File: config.mk
export PLATFORM = sky130hd
export DESIGN_NAME = fetch_unit_flat
export DESIGN_NICKNAME = d
export VERILOG_FILES = /design/src/rtl/fetch_pkg.sv /design/src/rtl/fetch_if.sv /design/src/rtl/fetch_fifo.sv /design/src/rtl/fetch_unit.sv /design/src/flat_wrapper.sv
export SDC_FILE = /design/constraint.sdc
export NUM_CORES = 1
export LEC_CHECK = 0
export BUFFER_PORTS_ARGS = -buffer_cell sky130_fd_sc_hd__buf_4
export CAP_MARGIN = 30
export CORE_ASPECT_RATIO = 0.8
export CORE_UTILIZATION = 45
export CTS_CLUSTER_DIAMETER = 30
export DETAILED_ROUTE_END_ITERATION = 16
export GPL_TIMING_DRIVEN = 0
export PLACE_DENSITY = 0.67
export SYNTH_ARGS = -nofsm -noshare
export SYNTH_HDL_FRONTEND = slang
export SYNTH_HIERARCHICAL = 1
export SYNTH_SLANG_ARGS = --single-unit
export TNS_END_PERCENT = 50
File: constraint.sdc
create_clock -name clock -period 16.15 [get_ports clock]
set_input_delay 2.4225 -clock clock [delete_from_list [all_inputs] [get_ports clock]]
set_output_delay 2.4225 -clock clock [all_outputs]
set_load 0.01 [all_outputs]
File: src/rtl/fetch_pkg.sv
// rtl/fetch_pkg.sv - shared types and constants for the instruction fetch stage
package fetch_pkg;
    localparam int              PC_W             = 32;
    localparam logic [PC_W-1:0] INST_BYTES       = 32'd4;
    localparam logic [PC_W-1:0] DEFAULT_RESET_PC = 32'h0000_0000;

    typedef enum logic {
        RUN,
        DRAIN
    } fetch_state_e;

    function automatic logic [PC_W-1:0] word_align(input logic [PC_W-1:0] addr);
        return addr & ~(INST_BYTES - 32'd1);
    endfunction
endpackage

File: src/rtl/fetch_if.sv
// rtl/fetch_if.sv - instruction memory request/response and decode handshake bundle
interface fetch_if;
    import fetch_pkg::*;

    logic            imem_req_valid;
    logic [PC_W-1:0] imem_req_addr;
    logic            imem_req_ready;
    logic            imem_rsp_valid;
    logic [PC_W-1:0] imem_rsp_data;
    logic            inst_valid;
    logic            inst_ready;
    logic [PC_W-1:0] PC;
    logic [PC_W-1:0] instruction;

    modport master (
        output imem_req_valid, imem_req_addr, inst_valid, PC, instruction,
        input  imem_req_ready, imem_rsp_valid, imem_rsp_data, inst_ready
    );

    modport slave (
        input  imem_req_valid, imem_req_addr, inst_valid, PC, instruction,
        output imem_req_ready, imem_rsp_valid, imem_rsp_data, inst_ready
    );
endinterface

File: src/rtl/fetch_fifo.sv
// rtl/fetch_fifo.sv - DEPTH-entry {pc, inst} buffer; flush overrides push and pop
module fetch_fifo
    import fetch_pkg::*;
#(
    parameter int  DEPTH = 2,
    localparam int CNT_W = $clog2(DEPTH + 1),
    localparam int PTR_W = $clog2(DEPTH),
    localparam int ENT_W = 2 * PC_W
) (
    input  logic             clk_i,
    input  logic             rst_i,
    input  logic             push_i,
    input  logic             pop_i,
    input  logic             flush_i,
    input  logic [ENT_W-1:0] data_i,
    output logic [CNT_W-1:0] count_o,
    output logic [ENT_W-1:0] head_o
);
    logic [ENT_W-1:0] mem_q [DEPTH];
    logic [PTR_W-1:0] wr_ptr_q;
    logic [PTR_W-1:0] rd_ptr_q;
    logic [CNT_W-1:0] count_q;
    logic             do_push;
    logic             do_pop;

    assign do_push = push_i && !flush_i;
    assign do_pop  = pop_i && !flush_i && (count_q != '0);

    always_ff @(posedge clk_i) begin
        if (rst_i || flush_i) begin
            wr_ptr_q <= '0;
            rd_ptr_q <= '0;
            count_q  <= '0;
        end else begin
            if (do_push) wr_ptr_q <= wr_ptr_q + PTR_W'(1);
            if (do_pop)  rd_ptr_q <= rd_ptr_q + PTR_W'(1);
            count_q <= count_q + CNT_W'(do_push) - CNT_W'(do_pop);
        end
    end

    always_ff @(posedge clk_i) begin
        if (do_push) mem_q[wr_ptr_q] <= data_i;
    end

    assign count_o = count_q;
    assign head_o  = (count_q == '0) ? '0 : mem_q[rd_ptr_q];

    // Issue throttling upstream must make a push into a full buffer impossible.
    overflow_a: assert property (@(posedge clk_i) disable iff (rst_i)
        !(do_push && !do_pop && (count_q == CNT_W'(DEPTH))));
endmodule

File: src/rtl/fetch_unit.sv
// rtl/fetch_unit.sv - PC sequencing, in-order imem requests and redirect/drain control
module fetch_unit
    import fetch_pkg::*;
#(
    parameter logic [PC_W-1:0] RESET_PC = DEFAULT_RESET_PC,
    parameter int              DEPTH    = 2,
    localparam int             CNT_W    = $clog2(DEPTH + 1)
) (
    input  logic            clock,
    input  logic            reset,
    input  logic            branch_taken,
    input  logic [PC_W-1:0] target_PC,
    fetch_if.master         bus
);
    localparam logic [CNT_W:0] DEPTH_W = (CNT_W + 1)'(DEPTH);

    fetch_state_e      state_q, state_d;
    logic [PC_W-1:0]   fetch_pc_q, fetch_pc_d;
    logic [PC_W-1:0]   rsp_pc_q, rsp_pc_d;
    logic [CNT_W-1:0]  outstanding_q, outstanding_d;
    logic [CNT_W-1:0]  drop_cnt_q, drop_cnt_d;

    logic [CNT_W-1:0]  count;
    logic [2*PC_W-1:0] head;
    logic [CNT_W:0]    inflight;
    logic              inst_valid, pop, rsp, req_valid, accept, push;

    assign inst_valid = !reset && (count != '0);
    assign pop        = inst_valid && bus.inst_ready;
    assign rsp        = bus.imem_rsp_valid;
    // Counting the same-cycle pop lets issue continue at full rate with a 1-cycle memory.
    assign inflight   = {1'b0, outstanding_q} + {1'b0, count} - (CNT_W + 1)'(pop);
    assign req_valid  = !reset && (state_q == RUN) && !branch_taken && (inflight < DEPTH_W);
    assign accept     = req_valid && bus.imem_req_ready;
    assign push       = rsp && (state_q == RUN) && !branch_taken;

    assign bus.imem_req_valid = req_valid;
    assign bus.imem_req_addr  = fetch_pc_q;
    assign bus.inst_valid     = inst_valid;
    assign bus.PC             = reset ? '0 : head[2*PC_W-1:PC_W];
    assign bus.instruction    = reset ? '0 : head[PC_W-1:0];

    fetch_fifo #(.DEPTH(DEPTH)) u_fifo (
        .clk_i   (clock),
        .rst_i   (reset),
        .push_i  (push),
        .pop_i   (pop),
        .flush_i (branch_taken),
        .data_i  ({rsp_pc_q, bus.imem_rsp_data}),
        .count_o (count),
        .head_o  (head)
    );

    always_comb begin
        fetch_pc_d    = fetch_pc_q;
        rsp_pc_d      = rsp_pc_q;
        drop_cnt_d    = drop_cnt_q;
        outstanding_d = outstanding_q + CNT_W'(accept) - CNT_W'(rsp);
        if (accept) fetch_pc_d = fetch_pc_q + INST_BYTES;
        if (push)   rsp_pc_d   = rsp_pc_q + INST_BYTES;
        if ((state_q == DRAIN) && rsp) drop_cnt_d = drop_cnt_q - CNT_W'(1);
        // A response arriving with the redirect is already gone, so it is not counted.
        if (branch_taken) begin
            fetch_pc_d = word_align(target_PC);
            rsp_pc_d   = word_align(target_PC);
            drop_cnt_d = outstanding_q - CNT_W'(rsp);
        end
        state_d = (drop_cnt_d != '0) ? DRAIN : RUN;
    end

    always_ff @(posedge clock) begin
        if (reset) begin
            state_q       <= RUN;
            fetch_pc_q    <= RESET_PC;
            rsp_pc_q      <= RESET_PC;
            outstanding_q <= '0;
            drop_cnt_q    <= '0;
        end else begin
            state_q       <= state_d;
            fetch_pc_q    <= fetch_pc_d;
            rsp_pc_q      <= rsp_pc_d;
            outstanding_q <= outstanding_d;
            drop_cnt_q    <= drop_cnt_d;
        end
    end

    rsp_without_req_a: assert property (@(posedge clock) disable iff (reset)
        rsp |-> (outstanding_q != '0));
endmodule
File: src/flat_wrapper.sv
// flat-port wrapper written by rule: the top's interface ports become plain ports
module fetch_unit_flat import fetch_pkg::*;
#(
    parameter logic [PC_W-1:0] RESET_PC = DEFAULT_RESET_PC,
    parameter int              DEPTH    = 2,
    localparam int             CNT_W    = $clog2(DEPTH + 1)
)
  (clock, reset, branch_taken, target_PC, bus_imem_req_valid, bus_imem_req_addr, bus_inst_valid, bus_PC, bus_instruction, bus_imem_req_ready, bus_imem_rsp_valid, bus_imem_rsp_data, bus_inst_ready);
  fetch_if bus_i ();
  input  logic clock;
  input  logic reset;
  input  logic branch_taken;
  input  logic [PC_W-1:0] target_PC;
  output wire logic [$bits(bus_i.imem_req_valid)-1:0] bus_imem_req_valid;
  output wire logic [$bits(bus_i.imem_req_addr)-1:0] bus_imem_req_addr;
  output wire logic [$bits(bus_i.inst_valid)-1:0] bus_inst_valid;
  output wire logic [$bits(bus_i.PC)-1:0] bus_PC;
  output wire logic [$bits(bus_i.instruction)-1:0] bus_instruction;
  input wire logic [$bits(bus_i.imem_req_ready)-1:0] bus_imem_req_ready;
  input wire logic [$bits(bus_i.imem_rsp_valid)-1:0] bus_imem_rsp_valid;
  input wire logic [$bits(bus_i.imem_rsp_data)-1:0] bus_imem_rsp_data;
  input wire logic [$bits(bus_i.inst_ready)-1:0] bus_inst_ready;
  assign bus_imem_req_valid = bus_i.imem_req_valid;
  assign bus_imem_req_addr = bus_i.imem_req_addr;
  assign bus_inst_valid = bus_i.inst_valid;
  assign bus_PC = bus_i.PC;
  assign bus_instruction = bus_i.instruction;
  assign bus_i.imem_req_ready = bus_imem_req_ready;
  assign bus_i.imem_rsp_valid = bus_imem_rsp_valid;
  assign bus_i.imem_rsp_data = bus_imem_rsp_data;
  assign bus_i.inst_ready = bus_inst_ready;
  fetch_unit #(.RESET_PC(RESET_PC), .DEPTH(DEPTH)) u_core (.clock(clock), .reset(reset), .branch_taken(branch_taken), .target_PC(target_PC), .bus(bus_i));
endmodule
==> run metrics, run 1 <==
final setup vio count 0; endpoint arrival time on the critical path about 5.4 ns; sum of met3 wire segment lengths after detailed routing about 1.4 mm; CTS H-tree depth 4; highest routing layer actually used met4; startpoint kind of the worst setup timing path input pin; synthesis-to-layout area growth 24.8%; share of synthesized area occupied by flip-flops and latches around 57%; clock tree from TritonCTS done; Post-synth EDFFs 128; first element of the critical path reset; antenna-violating nets left 0; Final Critical Period 7.83 ns; maximum fanout along the worst path 10; iteration count of the initial detailed-routing pass 7; data required time of the critical path between 10 and 15 ns; fraction of registers with async set or reset after synthesis 0%; prevailing post-synth register cell edfxtp_1; setup repair after global routing missed its margin false; number of antenna repair diodes 0; cell count after synthesis between 700 and 800; total power after layout around 0.0011 W; Least-Margin Pin Slew approximately 0.77 ns; I/O Buffers approximately 160; flops & latches, synth slightly below 200; insertion delay to the later sink of the worst-skew pair roughly 0.44 ns; post-synthesis cell type count 55; antenna violations before repair 0; total CTS buffers 17; Starting Density 46.1%; final number of hold-violating endpoints 0; worst slack, placed roughly 8.3 ns; hold_sp u_core/rsp_pc_q[28]; summed negative setup slack over all endpoints 0 ns; post-synthesis instance area between 9000 and 10,000 um2; Fin Clk Skew ~0.0074 ns; root buffer cell clkbuf_16; power per unit of standard cell area roughly 97 nW/um2; Worst-path clk slew about 0.070 ns; full die area about 21,000 um2; routed length on met2 9.28 mm; post-CTS sizing 0; number of synthesis warnings 6; wirelength, routed 21.1 mm; number of max-capacitance violations reported 0; highest clock rate between 0.1 and 0.15 GHz; tightest slew margin relative to the limit between 40% and 50%; endpoint class of the critical path output port; class of the worst hold path flip-flop to flip-flop; aggregate global-route resource usage 20.9%; standard cell core area ~20,000 um2; Final GP Congestion roughly 0.95; maximum number of buffers from clock root to sink 2; peak ir drop on the vdd network between 0.06 and 0.07 mV; status complete, no violations; cell chain of the critical path buf_4 -> clkbuf_1 -> clkbuf_1 -> a21oi_1 -> and2_1 -> ha_1 -> nand2b_1 -> fa_1 -> xor2_2 -> and4b_1 -> buf_4; total congestion overflow after global routing 0; half-perimeter wire length after detailed placement around 15 mm; cell area after layout approximately 11,000 um2; final critical-path setup slack a little over 8 ns; number of top-level pins between 150 and 200; number of nets in the layout ~1,100; Setup CP Type input pin to output port; Leak 4.27 nW; # clock sinks between 150 and 200; fin crit share 48.5%; total via count in the routed design approximately 6,400; placed instance area between 10,000 and 15,000 um2; delay of the slowest cell on the worst path between 0.6 and 0.7 ns; Via-to-Cell Ratio 5.12; Final Max Slew Viols 0; Worst R2R Start u_core/u_fifo/count_o[1]; standard cell with the maximum stage delay on the critical path clkbuf_1; height of the die approximately 130 um; layout cells sized above 1 between 20% and 30%; floorplan die width 162 um; synthesized area per cell around 12 um2; # Post-CTS Setup Buffers 0; detailed-route DRC error count 0; met1 routed wirelength after detailed routing 10.1 mm; DRC marker count from the first detailed-route iteration approximately 400; maximum number of pins on one net before global-route repair 44; post-cts hold buffer count 0; DR WL/cell approximately 17 um; number of global-route vias before repair 6,028; Placement Rows between 40 and 50; hold slack between 0.5 and 0.6 ns; wire length of the first global-routing pass roughly 33 mm
[area by class of cell]
type                       count  area [um2]
buffer                        40         195
clock buffer                  17         425
clock inverter                15         168
fill                        1715        8420
inverter                      31         116
multi-input combinational    522        3630
sequential                   198        5250
tap                          264         330
timing repair buffer         170        1320
[stage by stage]
stage	util (%)	cells
2_1_floorplan	-	791
3_3_place_gp	54.1	1218
3_5_place_dp	54.6	1225
4_1_cts	57.6	1257
5_1_grt	57.6	1257
6_report	57.6	1257
[routing by layer]
metal	global-route usage (%)	vias to the layer above
li1	-	3170
met5	0	-
met1	30.1	3028
met2	32.1	222
met3	3.94	21
met4	6.10	0
[synth_stat cells, types with 11 or more instances]
| master | n | area (um2) |
|---|---|---|
| edfxtp_1 | 128 | 3840 |
| nor2_1 | 80 | 300 |
| dfxtp_1 | 70 | 1400 |
| nor2b_1 | 66 | 413 |
| mux2i_1 | 65 | 651 |
| xor2_1 | 41 | 359 |
| a21oi_1 | 32 | 160 |
| a21boi_1 | 31 | 233 |
| inv_1 | 30 | 113 |
| nand4_1 | 29 | 181 |
| nand2_1 | 22 | 82.6 |
| xnor2_1 | 22 | 193 |
| clkbuf_1 | 19 | 71.3 |
| nand3_1 | 16 | 80.1 |
| nor3_1 | 12 | 60.1 |
| and2_1 | 11 | 68.8 |
[cell usage in the layout, fill, tap and decap left out, types with 6 or more instances in the layout]
cell	n
clkbuf_1	19
and4_1	6
buf_4	173
nand4_1	29
xor2_1	41
conb_1	6
and2_1	11
mux2i_1	65
ha_1	8
inv_1	30
nor2b_1	66
nand3_1	16
clkbuf_16	17
a21oi_1	32
buf_2	9
dfxtp_1	70
nor3_1	12
xnor2_1	22
nand2_1	22
nor2_1	80
edfxtp_1	128
a21boi_1	31
and3_1	10
a21boi_0	9
[cell families after synthesis]
kind of cell	after synthesis	synth area share [%]
AOI/OAI and AO/OA	99	7.31
and+or+nand+nor	279	17.4
other	1	0.0409
muxes	65	7.10
adders and majority gates	9	1.31
buffers and inverters	71	3.40
xor gates and xnor gates	64	6.20
DFF	198	57.3
[registers in the layout (all words and copies together), names as in the netlist, named ones only]
register / count
u_core/outstanding_q: 2
u_core/u_fifo/count_o: 2
u_core/bus.imem_req_addr: 30
u_core/state_q: 1
u_core/u_fifo/mem_q: 128
u_core/rsp_pc_q: 30
u_core/u_fifo/rd_ptr_q: 1
u_core/drop_cnt_q: 2
u_core/u_fifo/wr_ptr_q: 1
[critical path: cells and delay by family]
family / cells / cell delay [ns]
buffers and inverters: 4 / 1.21
adders and majority gates: 2 / 0.68
and+or+nand+nor: 3 / 0.66
xor gates and xnor gates: 1 / 0.31
AOI/OAI and AO/OA: 1 / 0.14
[worst paths after layout]
kind	depth (start not counted)	end	slack [ns]
setup / recovery	11	bus_imem_req_valid	8.32
hold / removal	0	u_core/u_fifo/mem_q[0][60]	0.52
setup reg to reg	13	u_core/outstanding_q[1]	12.90
hold reg to reg	0	u_core/u_fifo/mem_q[0][60]	0.52
[report_power, final]
part / internal (W) / switching [W]
Combinational: 0.0000466 / 0.0000526
Sequential: 0.000559 / 0.0000212
Clock: 0.000233 / 0.000196
Total: 0.000838 / 0.000270
Power figures use the tool's default switching activity.
==> run 2, diff against run 1 <==
--- a/config.mk
+++ b/config.mk
@@ -5,6 +5,7 @@
 export SDC_FILE = /design/constraint.sdc
 export NUM_CORES = 1
 export LEC_CHECK = 0
+export ABC_AREA = 1
 export BUFFER_PORTS_ARGS = -buffer_cell sky130_fd_sc_hd__buf_4
 export CAP_MARGIN = 30
 export CORE_ASPECT_RATIO = 0.8
@@ -12,7 +13,7 @@
 export CTS_CLUSTER_DIAMETER = 30
 export DETAILED_ROUTE_END_ITERATION = 16
 export GPL_TIMING_DRIVEN = 0
-export PLACE_DENSITY = 0.67
+export PLACE_DENSITY = 0.66
 export SYNTH_ARGS = -nofsm -noshare
 export SYNTH_HDL_FRONTEND = slang
 export SYNTH_HIERARCHICAL = 1
==> constraint.sdc (replaced) <==
create_clock -name clock -period 7.6 [get_ports clock]
set_input_delay 1.14 -clock clock [delete_from_list [all_inputs] [get_ports clock]]
set_output_delay 1.14 -clock clock [all_outputs]
set_load 0.01 [all_outputs]
==> run 2 against run 1 <==
  * Sequential power is 110% higher
  * Clock power is 130% higher
  * Via count is 36% higher
  * Final area is 13% higher
  * Sequential cell count stayed put
  * Critical path type unchanged
  * Area after synthesis is 15% higher
  * First-iteration DRC count is 70% higher
  * Clock skew is 0.0051 ns higher
  * Final cell count is 40% higher
  * Highest routed layer unchanged
  * Non-clock buffer count is 9 higher
==> run metrics, run 2 <==
power per unit of standard cell area around 190 nW/um2; final critical-path setup slack around 2.7 ns; data required time of the critical path between 6 and 7 ns; flops & latches, synth 198; share of synthesized area occupied by flip-flops and latches between 40 and 50%; number of fillers in the final layout 2,050; register cell area after layout between 5000 and 6000 um2; commonest cells after routing, fill and taps aside 346 x nand2_1, 168 x buf_4, 157 x inv_1, 128 x edfxtp_1, 124 x nor2_1; dpl cells between 1,500 and 2,000; endpoint class of the critical path output port; synthesized area per cell about 8.4 um2; insertion delay to the later sink of the worst-skew pair about 0.45 ns; DRC marker count from the first detailed-route iteration between 600 and 700; startpoint kind of the worst setup timing path input pin; root buffer cell clkbuf_16; fin crit share 64.7%; Worst R2R Start u_core/u_fifo/count_o[1]; maximum number of pins on one net before global-route repair 27; # clock sinks roughly 200; simple logic cell fraction of the synthesized area 25.9%; worst slack, placed ~2.7 ns; wirelength, routed roughly 27 mm; DR WL/cell 15.6 um; Worst-path clk slew roughly 0.08 ns; antenna-violating nets left 0; aggregate global-route resource usage ~23%; final setup vio count 0; number of synthesis warnings 6; full die area ~24,000 um2; # Post-CTS Setup Buffers 0; cell count after synthesis between 1,000 and 1,500; top-count cell post-synth nand2_1; Leak ~5 nW; delay of the slowest cell on the worst path between 0.7 and 0.8 ns; post-CTS sizing 0; fraction of the mapped netlist area in adder cells under 10%; CTS H-tree depth 4; antenna violations before repair 0; synthesis-to-layout area growth 22.7%; Final Critical Period between 4 and 5 ns; half-perimeter wire length after detailed placement 20.3 mm; Final Max Slew Viols 0; clock tree from TritonCTS done; Starting Density between 40% and 50%; total via count in the routed design just under 9,000; highest clock rate around 0.20 GHz; Non-Filler Instances ~1,800; Via-to-Cell Ratio 4.99; height of the die about 140 um; number of top-level pins ~170; floorplan die width roughly 170 um; wire length of the first global-routing pass approximately 43 mm; number of flip-flops under the largest register name roughly 130; iteration count of the initial detailed-routing pass 6; standard cell with the maximum stage delay on the critical path clkbuf_1; register bank with the most flops u_core/u_fifo/mem_q; standard cell core area about 23,000 um2; fraction of registers with async set or reset after synthesis 0%; endpoint arrival time on the critical path between 3 and 4 ns; number of nets in the layout around 1,500; Setup CP Type input pin to output port; total congestion overflow after global routing 0; number of max-capacitance violations reported 0; post-cts hold buffer count 0; combinational family with the most area after synthesis simple AND/OR/NAND/NOR gates; post-synthesis cell type count 43; detailed-route DRC error count 0; hold_sp u_core/rsp_pc_q[31]; placed instance area around 12,000 um2; post-synthesis share of cell area spent on xor and xnor gates under 10%; Post-synth EDFFs between 100 and 150; final number of hold-violating endpoints 0; Least-Margin Pin Slew 0.949 ns; share of cell area taken by muxes after synthesis 0%; hold slack about 0.48 ns; total CTS buffers 17; maximum number of buffers from clock root to sink 2; post-synthesis instance area ~11,000 um2; cells taking the most area after synthesis edfxtp_1 36%, dfxtp_1 13%, nand2_1 12%; I/O Buffers around 160; number of global-route vias before repair 7,897; Placement Rows 49; leading cell type in the layout, fill and taps excluded nand2_1; Final GP Congestion approximately 0.97; top post-synthesis cells by count 346 x nand2_1, 157 x inv_1, 128 x edfxtp_1, 126 x nor2_1, 70 x dfxtp_1; class of the worst hold path flip-flop to flip-flop; setup repair after global routing missed its margin false; area of the multi-input gates between 4000 and 5000 um2; tightest slew margin relative to the limit 36.7%; share of the synthesized area in the top cell type 36.4%; cell area after layout about 13,000 um2; Fin Clk Skew around 0.012 ns; prevailing post-synth register cell edfxtp_1; layout cells sized above 1 approximately a quarter; cell chain of the critical path buf_4 -> clkbuf_1 -> a21oi_1 -> and2_1 -> ha_1 -> or2_2 -> fa_1 -> nand2_1 -> nor2_2 -> and2_1 -> buf_4; largest area contributor in the synthesized netlist edfxtp_1; summed negative setup slack over all endpoints 0 ns; status complete, no violations; maximum fanout along the worst path 10; first element of the critical path reset; area fraction in compound gates after synthesis between 10% and 20%; number of antenna repair diodes 0; peak ir drop on the vdd network 0.110 mV
-- run 2: changes by cell type after synthesis, sizes merged, moves of 42 or more --
cell	delta
mux2i	-65
nand2	+340
nor2b	-66
o21ai	+42
inv	+140
a21oi	+80
nor2	+66
-- run 2: cell type report --
cell class | count | share of cell area [%]
sequential | 198 | 40.5
clock buffer | 17 | 3.29
timing repair buffer | 167 | 10.2
multi-input combinational | 835 | 33.1
clock inverter | 15 | 1.73
inverter | 172 | 5.01
buffer | 52 | 3.15
tap | 306 | 2.96
-- run 2: final timing paths --
kind | endpoint | depth (start not counted) | slack, ns
max | bus_imem_req_valid | 11 | 2.68
min | u_core/u_fifo/mem_q[0][63] | 0 | 0.48
max reg2reg | u_core/outstanding_q[1] | 15 | 4.30
min reg2reg | u_core/u_fifo/mem_q[0][63] | 0 | 0.48
-- run 2: cell families after synthesis --
group | after synthesis
simple gates | 615
buf+inv | 224
flops | 198
compound gates | 182
xor+xnor | 23
fa+ha+maj | 9
other cells | 1
-- run 2: report_power, final --
part	internal, W	switching, W	total [W]
clock network	0.000511	0.000462	0.000973
logic	0.000102	0.000147	0.000248
registers	0.00119	0.0000447	0.00123
total	0.00180	0.000654	0.00245
-- run 2: per-stage QoR --
step           power [W]  util, %
4_1_cts          0.00247     56.9
3_5_place_dp     0.00150     54.0
2_1_floorplan    0.00139        -
6_report         0.00245     56.9
5_1_grt          0.00255     56.9
3_3_place_gp     0.00149     53.5
-- run 2: layer usage --
| metal | track usage [%] | up-vias | part of all wire [%] | routed length [um] |
|---|---|---|---|---|
| li1 | - | 4406 | - | - |
| met1 | 33.4 | 4001 | 46 | 12700 |
| met2 | 36.0 | 354 | 45 | 12300 |
| met3 | 4.11 | 27 | 7.6 | 2080 |
| met4 | 5.59 | 0 | 1.1 | 295 |
| met5 | 0 | - | 0 | 0 |
-- run 2: critical path, delay by kind of cell --
| kind | cells | cell delay, ns |
|---|---|---|
| AO/OA/AOI/OAI | 1 | 0.11 |
| adder cells (fa/ha/maj) | 2 | 0.75 |
| buffers and inverters | 3 | 0.93 |
| AND/OR/NAND/NOR | 5 | 0.85 |
